$ cat config.mk
export PLATFORM = sky130hd
export DESIGN_NAME = regfile_mp_scoreboard
export DESIGN_NICKNAME = d
export VERILOG_FILES = /design/src/rtl/core_pkg.sv /design/src/rtl/regfile_scoreboard_bits.sv /design/src/rtl/regfile_mp_scoreboard.sv
export SDC_FILE = /design/constraint.sdc
export NUM_CORES = 2
export LEC_CHECK = 0
export BUFFER_PORTS_ARGS = -buffer_cell sky130_fd_sc_hd__buf_2
export CAP_MARGIN = 15
export CORE_ASPECT_RATIO = 1.1
export CORE_MARGIN = 2
export CORE_UTILIZATION = 53
export DETAILED_ROUTE_END_ITERATION = 10
export PLACE_DENSITY = 0.74
export SLEW_MARGIN = 20
export SYNTH_ARGS = -nofsm -noshare
export SYNTH_HDL_FRONTEND = slang
export SYNTH_SLANG_ARGS = --single-unit
$ cat constraint.sdc
create_clock -name clk -period 38.7 [get_ports clk]
set_input_delay 0 -clock clk [delete_from_list [all_inputs] [get_ports clk]]
set_output_delay 0 -clock clk [all_outputs]
set_load 0.01 [all_outputs]
$ cat src/rtl/core_pkg.sv
// Shared core definitions: default datapath sizes and register-address type.
package core_pkg;

  localparam int unsigned XLEN = 32;
  localparam int unsigned NREG = 32;
  localparam int unsigned AW   = $clog2(NREG);

  typedef logic [AW-1:0] reg_addr_t;

  localparam reg_addr_t ZERO_ADDR = '0;

endpackage

$ cat src/rtl/regfile_scoreboard_bits.sv
// Per-register busy flags: issue sets, writeback clears, set wins on collision.
module regfile_scoreboard_bits
  import core_pkg::*;
#(
  parameter int unsigned NREG     = core_pkg::NREG,
  parameter int unsigned NWR      = 2,
  parameter bit          ZERO_REG = 1'b1,
  localparam int unsigned AW      = $clog2(NREG)
) (
  input  logic              clk,
  input  logic              rst,
  input  logic              iss_en,
  input  logic [AW-1:0]     iss_addr,
  input  logic [NWR-1:0]    wr_en,
  input  logic [NWR*AW-1:0] wr_addr,
  output logic [NREG-1:0]   busy,
  output logic [AW:0]       busy_cnt
);

  localparam logic [AW-1:0] ZA = AW'(ZERO_ADDR);

  logic [NREG-1:0] busy_nxt;
  logic [AW:0]     cnt_nxt;

  // Clears are applied before the set so a new producer supersedes writeback.
  always_comb begin
    busy_nxt = busy;
    for (int j = 0; j < NWR; j++) begin
      if (wr_en[j]) busy_nxt[wr_addr[j*AW +: AW]] = 1'b0;
    end
    if (iss_en) busy_nxt[iss_addr] = 1'b1;
    if (ZERO_REG) busy_nxt[ZA] = 1'b0;
  end

  always_comb begin
    cnt_nxt = '0;
    for (int i = 0; i < NREG; i++) begin
      cnt_nxt = cnt_nxt + (AW+1)'(busy_nxt[i]);
    end
  end

  always_ff @(posedge clk or posedge rst) begin
    if (rst) begin
      busy     <= '0;
      busy_cnt <= '0;
    end else begin
      busy     <= busy_nxt;
      busy_cnt <= cnt_nxt;
    end
  end

endmodule

$ cat src/rtl/regfile_mp_scoreboard.sv
// Multi-port integer register file with write-to-read bypass and busy scoreboard.
module regfile_mp_scoreboard
  import core_pkg::*;
#(
  parameter int unsigned XLEN     = core_pkg::XLEN,
  parameter int unsigned NREG     = core_pkg::NREG,
  parameter int unsigned NRD      = 2,
  parameter int unsigned NWR      = 2,
  parameter bit          ZERO_REG = 1'b1,
  parameter bit          BYPASS   = 1'b1,
  localparam int unsigned AW      = $clog2(NREG)
) (
  input  logic                clk,
  input  logic                rst,
  input  logic [NRD*AW-1:0]   rd_addr,
  output logic [NRD*XLEN-1:0] rd_data,
  output logic [NRD-1:0]      rd_busy,
  input  logic [NWR-1:0]      wr_en,
  input  logic [NWR*AW-1:0]   wr_addr,
  input  logic [NWR*XLEN-1:0] wr_data,
  input  logic                iss_en,
  input  logic [AW-1:0]       iss_addr,
  output logic [AW:0]         busy_cnt
);

  localparam logic [AW-1:0] ZA = AW'(ZERO_ADDR);

  logic [XLEN-1:0] regs [NREG];
  logic [AW-1:0]   wa   [NWR];
  logic [XLEN-1:0] wd   [NWR];
  logic [NWR-1:0]  wr_ok;
  logic [NREG-1:0] busy;

  // Unpack write ports; writes to the hardwired zero register are dropped here.
  always_comb begin
    for (int j = 0; j < NWR; j++) begin
      wa[j]    = wr_addr[j*AW +: AW];
      wd[j]    = wr_data[j*XLEN +: XLEN];
      wr_ok[j] = wr_en[j] && !(ZERO_REG && (wa[j] == ZA));
    end
  end

  // Ascending loop lets the highest-indexed port win an address collision.
  always_ff @(posedge clk or posedge rst) begin
    if (rst) begin
      for (int i = 0; i < NREG; i++) regs[i] <= '0;
    end else begin
      for (int j = 0; j < NWR; j++) begin
        if (wr_ok[j]) regs[wa[j]] <= wd[j];
      end
    end
  end

  // Bypass is suppressed during reset so every port reads zero immediately.
  always_comb begin
    logic [AW-1:0]   ra;
    logic [XLEN-1:0] d;
    logic            b;
    rd_data = '0;
    rd_busy = '0;
    for (int k = 0; k < NRD; k++) begin
      ra = rd_addr[k*AW +: AW];
      d  = regs[ra];
      b  = busy[ra];
      if (BYPASS && !rst) begin
        for (int j = 0; j < NWR; j++) begin
          if (wr_ok[j] && (wa[j] == ra)) begin
            d = wd[j];
            b = 1'b0;
          end
        end
      end
      if (ZERO_REG && (ra == ZA)) begin
        d = '0;
        b = 1'b0;
      end
      rd_data[k*XLEN +: XLEN] = d;
      rd_busy[k]              = b;
    end
  end

  regfile_scoreboard_bits #(
    .NREG     (NREG),
    .NWR      (NWR),
    .ZERO_REG (ZERO_REG)
  ) u_sb (
    .clk      (clk),
    .rst      (rst),
    .iss_en   (iss_en),
    .iss_addr (iss_addr),
    .wr_en    (wr_en),
    .wr_addr  (wr_addr),
    .busy     (busy),
    .busy_cnt (busy_cnt)
  );

endmodule

==> reports/qor.csv <==
stage,metric,value,unit
placed_design,Placed Instances,8342,
worst_setup_path,worst endpoint required time,39.37,ns
clock_network,clk_lat worst skew,0.81,ns
worst_setup_path,CP Data Arrival Time,7.65,ns
routing,detailed-route DRC error count,0,
floorplan,starting density of the core,53.50,%
floorplan,Die Y,382.4,um
synth,synthesized instance count,7224,
synth,distinct cell type count after synthesis,75,
routing,DR vias/cell,7.370,
timing,worst clock skew,0.01961,ns
worst_setup_path,WS Path Type,in -> reg,
grt,initial antenna violation count,26,
timing,Max Clock Freq,0.1434,GHz
synth,Yosys Warn Count,0,
grt,first-pass GRT wire length,417300,um
worst_setup_path,Critical Path Max Stage Delay,0.96,ns
worst_setup_path,FF-to-FF Start,u_sb.busy[1],
grt,largest net degree at the start of global routing,123,
synth,synth cell count leaders,"1088 x a21oi_1, 1061 x dfrtp_1, 826 x nor2_1, 691 x mux2i_1, 556 x clkbuf_1",
worst_setup_path,R2R setup slack,33.50,ns
routing,first drt pass iteration count,9,
timing,Final Hold Viols,0,
timing,final setup fails,0,
grt,vias in the first global route,61740,
floorplan,Die W,348.0,um
layout,share of layout cells above drive strength 1,17.64,%
job,max_cap viols,0,
timing,normalized max-slew margin,16.68,%
clock_network,CTS tree,built,
placed_design,DP HPWL,163500,um
grt,GRT overflow,0,
timing,RSZ-0062 raised after global routing,no,
synth,Async SR Flop Fraction,100.0,%
worst_setup_path,Levels on crit path,23,
worst_hold_path,type of the most critical hold path,in -> reg,
worst_setup_path,CP bufs+invs,8,
synth,"count leader, synth",a21oi_1,
timing,worst setup margin,31.73,ns
clock_network,total CTS buffers,112,
power_and_ir_drop,VDD IR max,96.59,uV
timing,Slew @ Worst Pin,1.250,ns
synth,cell accounting for the most synthesized area,dfrtp_1,
synth,Post-synth EDFFs,0,
run_status,status,finished clean,
power_and_ir_drop,PD cells,55.12,nW/um^2
worst_setup_path,RR Endpoint,u_sb.busy_cnt[4],
grt,Tot GR Track Use,42.64,%
floorplan,Cell Rows,138,
clock_network,# Post-CTS Setup Buffers,0,
layout,fill cell count,10710,
clock_network,"Clk pin slew, worst setup/hold paths",0.06,ns
synth,Most used DFF post-synth,dfrtp_1,
layout,final instance area,74590,um^2
layout,Layout Nets,7019,
timing,Final Slew Violations,0,
worst_hold_path,Hold Startpoint,wr_en[1],
placed_design,"Cell Area, Placed",69560,um^2
worst_setup_path,worst-path cell chain,dlygate4sd3_1 > buf_2 > nand2_1 > nor2_1 > nand2_2 > a32o_1 > inv_1 > fa_1 > fa_1 > inv_1 > fa_1 > inv_1 > fa_1 > fa_1 > inv_1 > fa_1 > ha_1 > inv_1 > fa_1 > inv_1 > a21o_1 > a21oi_1 > xnor2_1,
floorplan,Core ar.,129000,um^2
floorplan,I/O pin count,166,
synth,syn avg cell area,9.552,um^2
synth,share of Yosys cell area claimed by the top area cell type,38.48,%
synth,synthesized flop and latch total,1061,
worst_setup_path,startpoint class of the critical path,input port,
clock_network,Clock Tree Buf Depth,3,
worst_setup_path,worst reg-to-reg path cell count,17,
routing,Avg WL per Cell,33.18,um
layout,Syn-to-layout area delta,8.105,%
floorplan,die area,133100,um^2
worst_hold_path,hold-critical path endpoint,u_sb.busy[8],
worst_setup_path,critical path endpoint category,flop,
timing,Final Critical Period,6.974,ns
placed_design,number of port buffers,165,
routing,starting DRC count in detailed routing,10570,
routing,final wirelength,288100,um
worst_setup_path,Worst Path Max Fanout,33,
placed_design,Placer Congestion,0.9559,
layout,Layout Cells excl Fill,8685,
routing,antenna-violating nets left,0,
synth,synth top area cells,"dfrtp_1 38%, mux4_2 12%, mux2i_1 10%, a21oi_1 7.9%, nor2_1 4.5%",
synth,synthesized area,69000,um^2
worst_setup_path,Crit path max-delay family,adder cells,
worst_hold_path,Hold Path Stages,5,
worst_setup_path,Crit path top cell by count,fa_1,
worst_setup_path,"slowest stage cell, crit path",nand2_2,
routing,DR vias,64010,
timing,TNS Setup,0,ns
timing,crit share post-route,18.02,%
power_and_ir_drop,Leakage,32.24,nW
power_and_ir_drop,total power,4.112,mW
synth,post-synthesis sequential area ratio,38.48,%
synth,post-synthesis net count,7350,
clock_network,CTS root buf,clkbuf_16,
clock_network,clk sinks,1061,
clock_network,H-tree depth,3,
placed_design,pre-CTS setup slack,31.77,ns
-- sequential cells by signal, summed over array words and instances, names as in the netlist --
signal and flops:
u_sb.busy 31, regs 1024, u_sb.busy_cnt 6
-- how the worst max path moves through the flow --
stage,start,slack (ns),end
floorplan,rst,8.56,regs[0]
global placement,wr_addr[0],31.84,u_sb.busy_cnt[4]
detailed placement,wr_addr[0],31.77,u_sb.busy_cnt[4]
CTS,wr_addr[0],31.89,u_sb.busy_cnt[4]
global route,wr_addr[0],31.55,u_sb.busy_cnt[4]
finish,wr_addr[0],31.73,u_sb.busy_cnt[4]
-- worst register-to-register path, stage by stage (launching register included) --
cell and delay [ns]:
dfrtp_1 0.39, a32o_1 0.25, ha_1 0.28, inv_1 0.04, fa_1 0.51, fa_1 0.45
fa_1 0.57, fa_1 0.44, fa_1 0.49, inv_1 0.05, fa_1 0.50, ha_1 0.19
inv_1 0.07, fa_1 0.47, inv_1 0.08, a21o_1 0.10, a21oi_1 0.07, xnor2_1 0.13
-- where the power goes --
group	internal, mW	switching (mW)
clock	0.641	0.503
combinational	0.657	0.671
sequential	1.40	0.238
total	2.70	1.41
-- cell type report --
cell class	instances	area (um^2)	share of cell area (%)
Antenna cell	14	35.03	0.04697
Clock buffer	167	3291	4.411
Clock inverter	45	483.0	0.6475
Inverter	84	322.8	0.4328
Multi-Input combinational cell	5227	38730	51.92
Sequential cell	1061	26550	35.59
Tap cell	1680	2102	2.818
Timing Repair Buffer	407	3079	4.128
-- kinds of logic (layout without fill, tap and decap cells) --
logic type               after synthesis  after routing  synth area share [%]
buffers and inverters                936            703                 6.107
adder cells (fa/ha/maj)               32             32                0.8305
XOR/XNOR                              23             23                0.3137
other                                  0             14                     0
AO/OA/AOI/OAI                       2014           2014                 16.61
AND/OR/NAND/NOR                     1867           1867                 11.66
multiplexers                        1291           1291                 26.00
flip-flops                          1061           1061                 38.48
-- per-layer routing --
| metal | up-vias | share of wire, % | track usage [%] |
|---|---|---|---|
| met5 | - | 0.054 | 0 |
| met3 | 1659 | 16 | 17.38 |
| li1 | 25580 | - | - |
| met4 | 24 | 8.8 | 31.87 |
| met2 | 5971 | 42 | 60.22 |
| met1 | 30780 | 34 | 52.25 |
-- what timing repair did --
action | CTS | global route
endpoints found under the hold margin | 1133 | 0
resized for setup | 0 | 0
hold buffers | 115 | 0
-- layout by cell type (no fill, tap or decap), drive strengths merged, types with 9 or more instances in the layout --
cell,n
o21ai,501
clkinv,62
mux2,221
a21oi,1088
inv,57
xnor2,13
nor3b,12
buf,291
dlygate4sd3,115
nor2b,17
o31ai,26
mux2i,691
o22ai,127
o21a,9
a22oi,46
dfrtp,1061
nand2,468
mux4,379
nand3,52
nor3,378
clkbuf,168
diode,14
nor2,835
or3,33
ha,9
fa,23
a32o,18
a2111oi,9
or2,9
a22o,64
a221oi,63
nor4,25
a211oi,45
xor2,10
-- through the flow --
step | util (%) | hold slack [ns]
after floorplan | - | 0.1590
after global placement | 53.90 | 0.3807
after detailed placement | 53.93 | 0.3875
after CTS | 57.75 | 0.005112
after global routing | 57.82 | 0.05956
final | 57.83 | 0.01128
No activity file was read; power rests on OpenSTA's default activity.
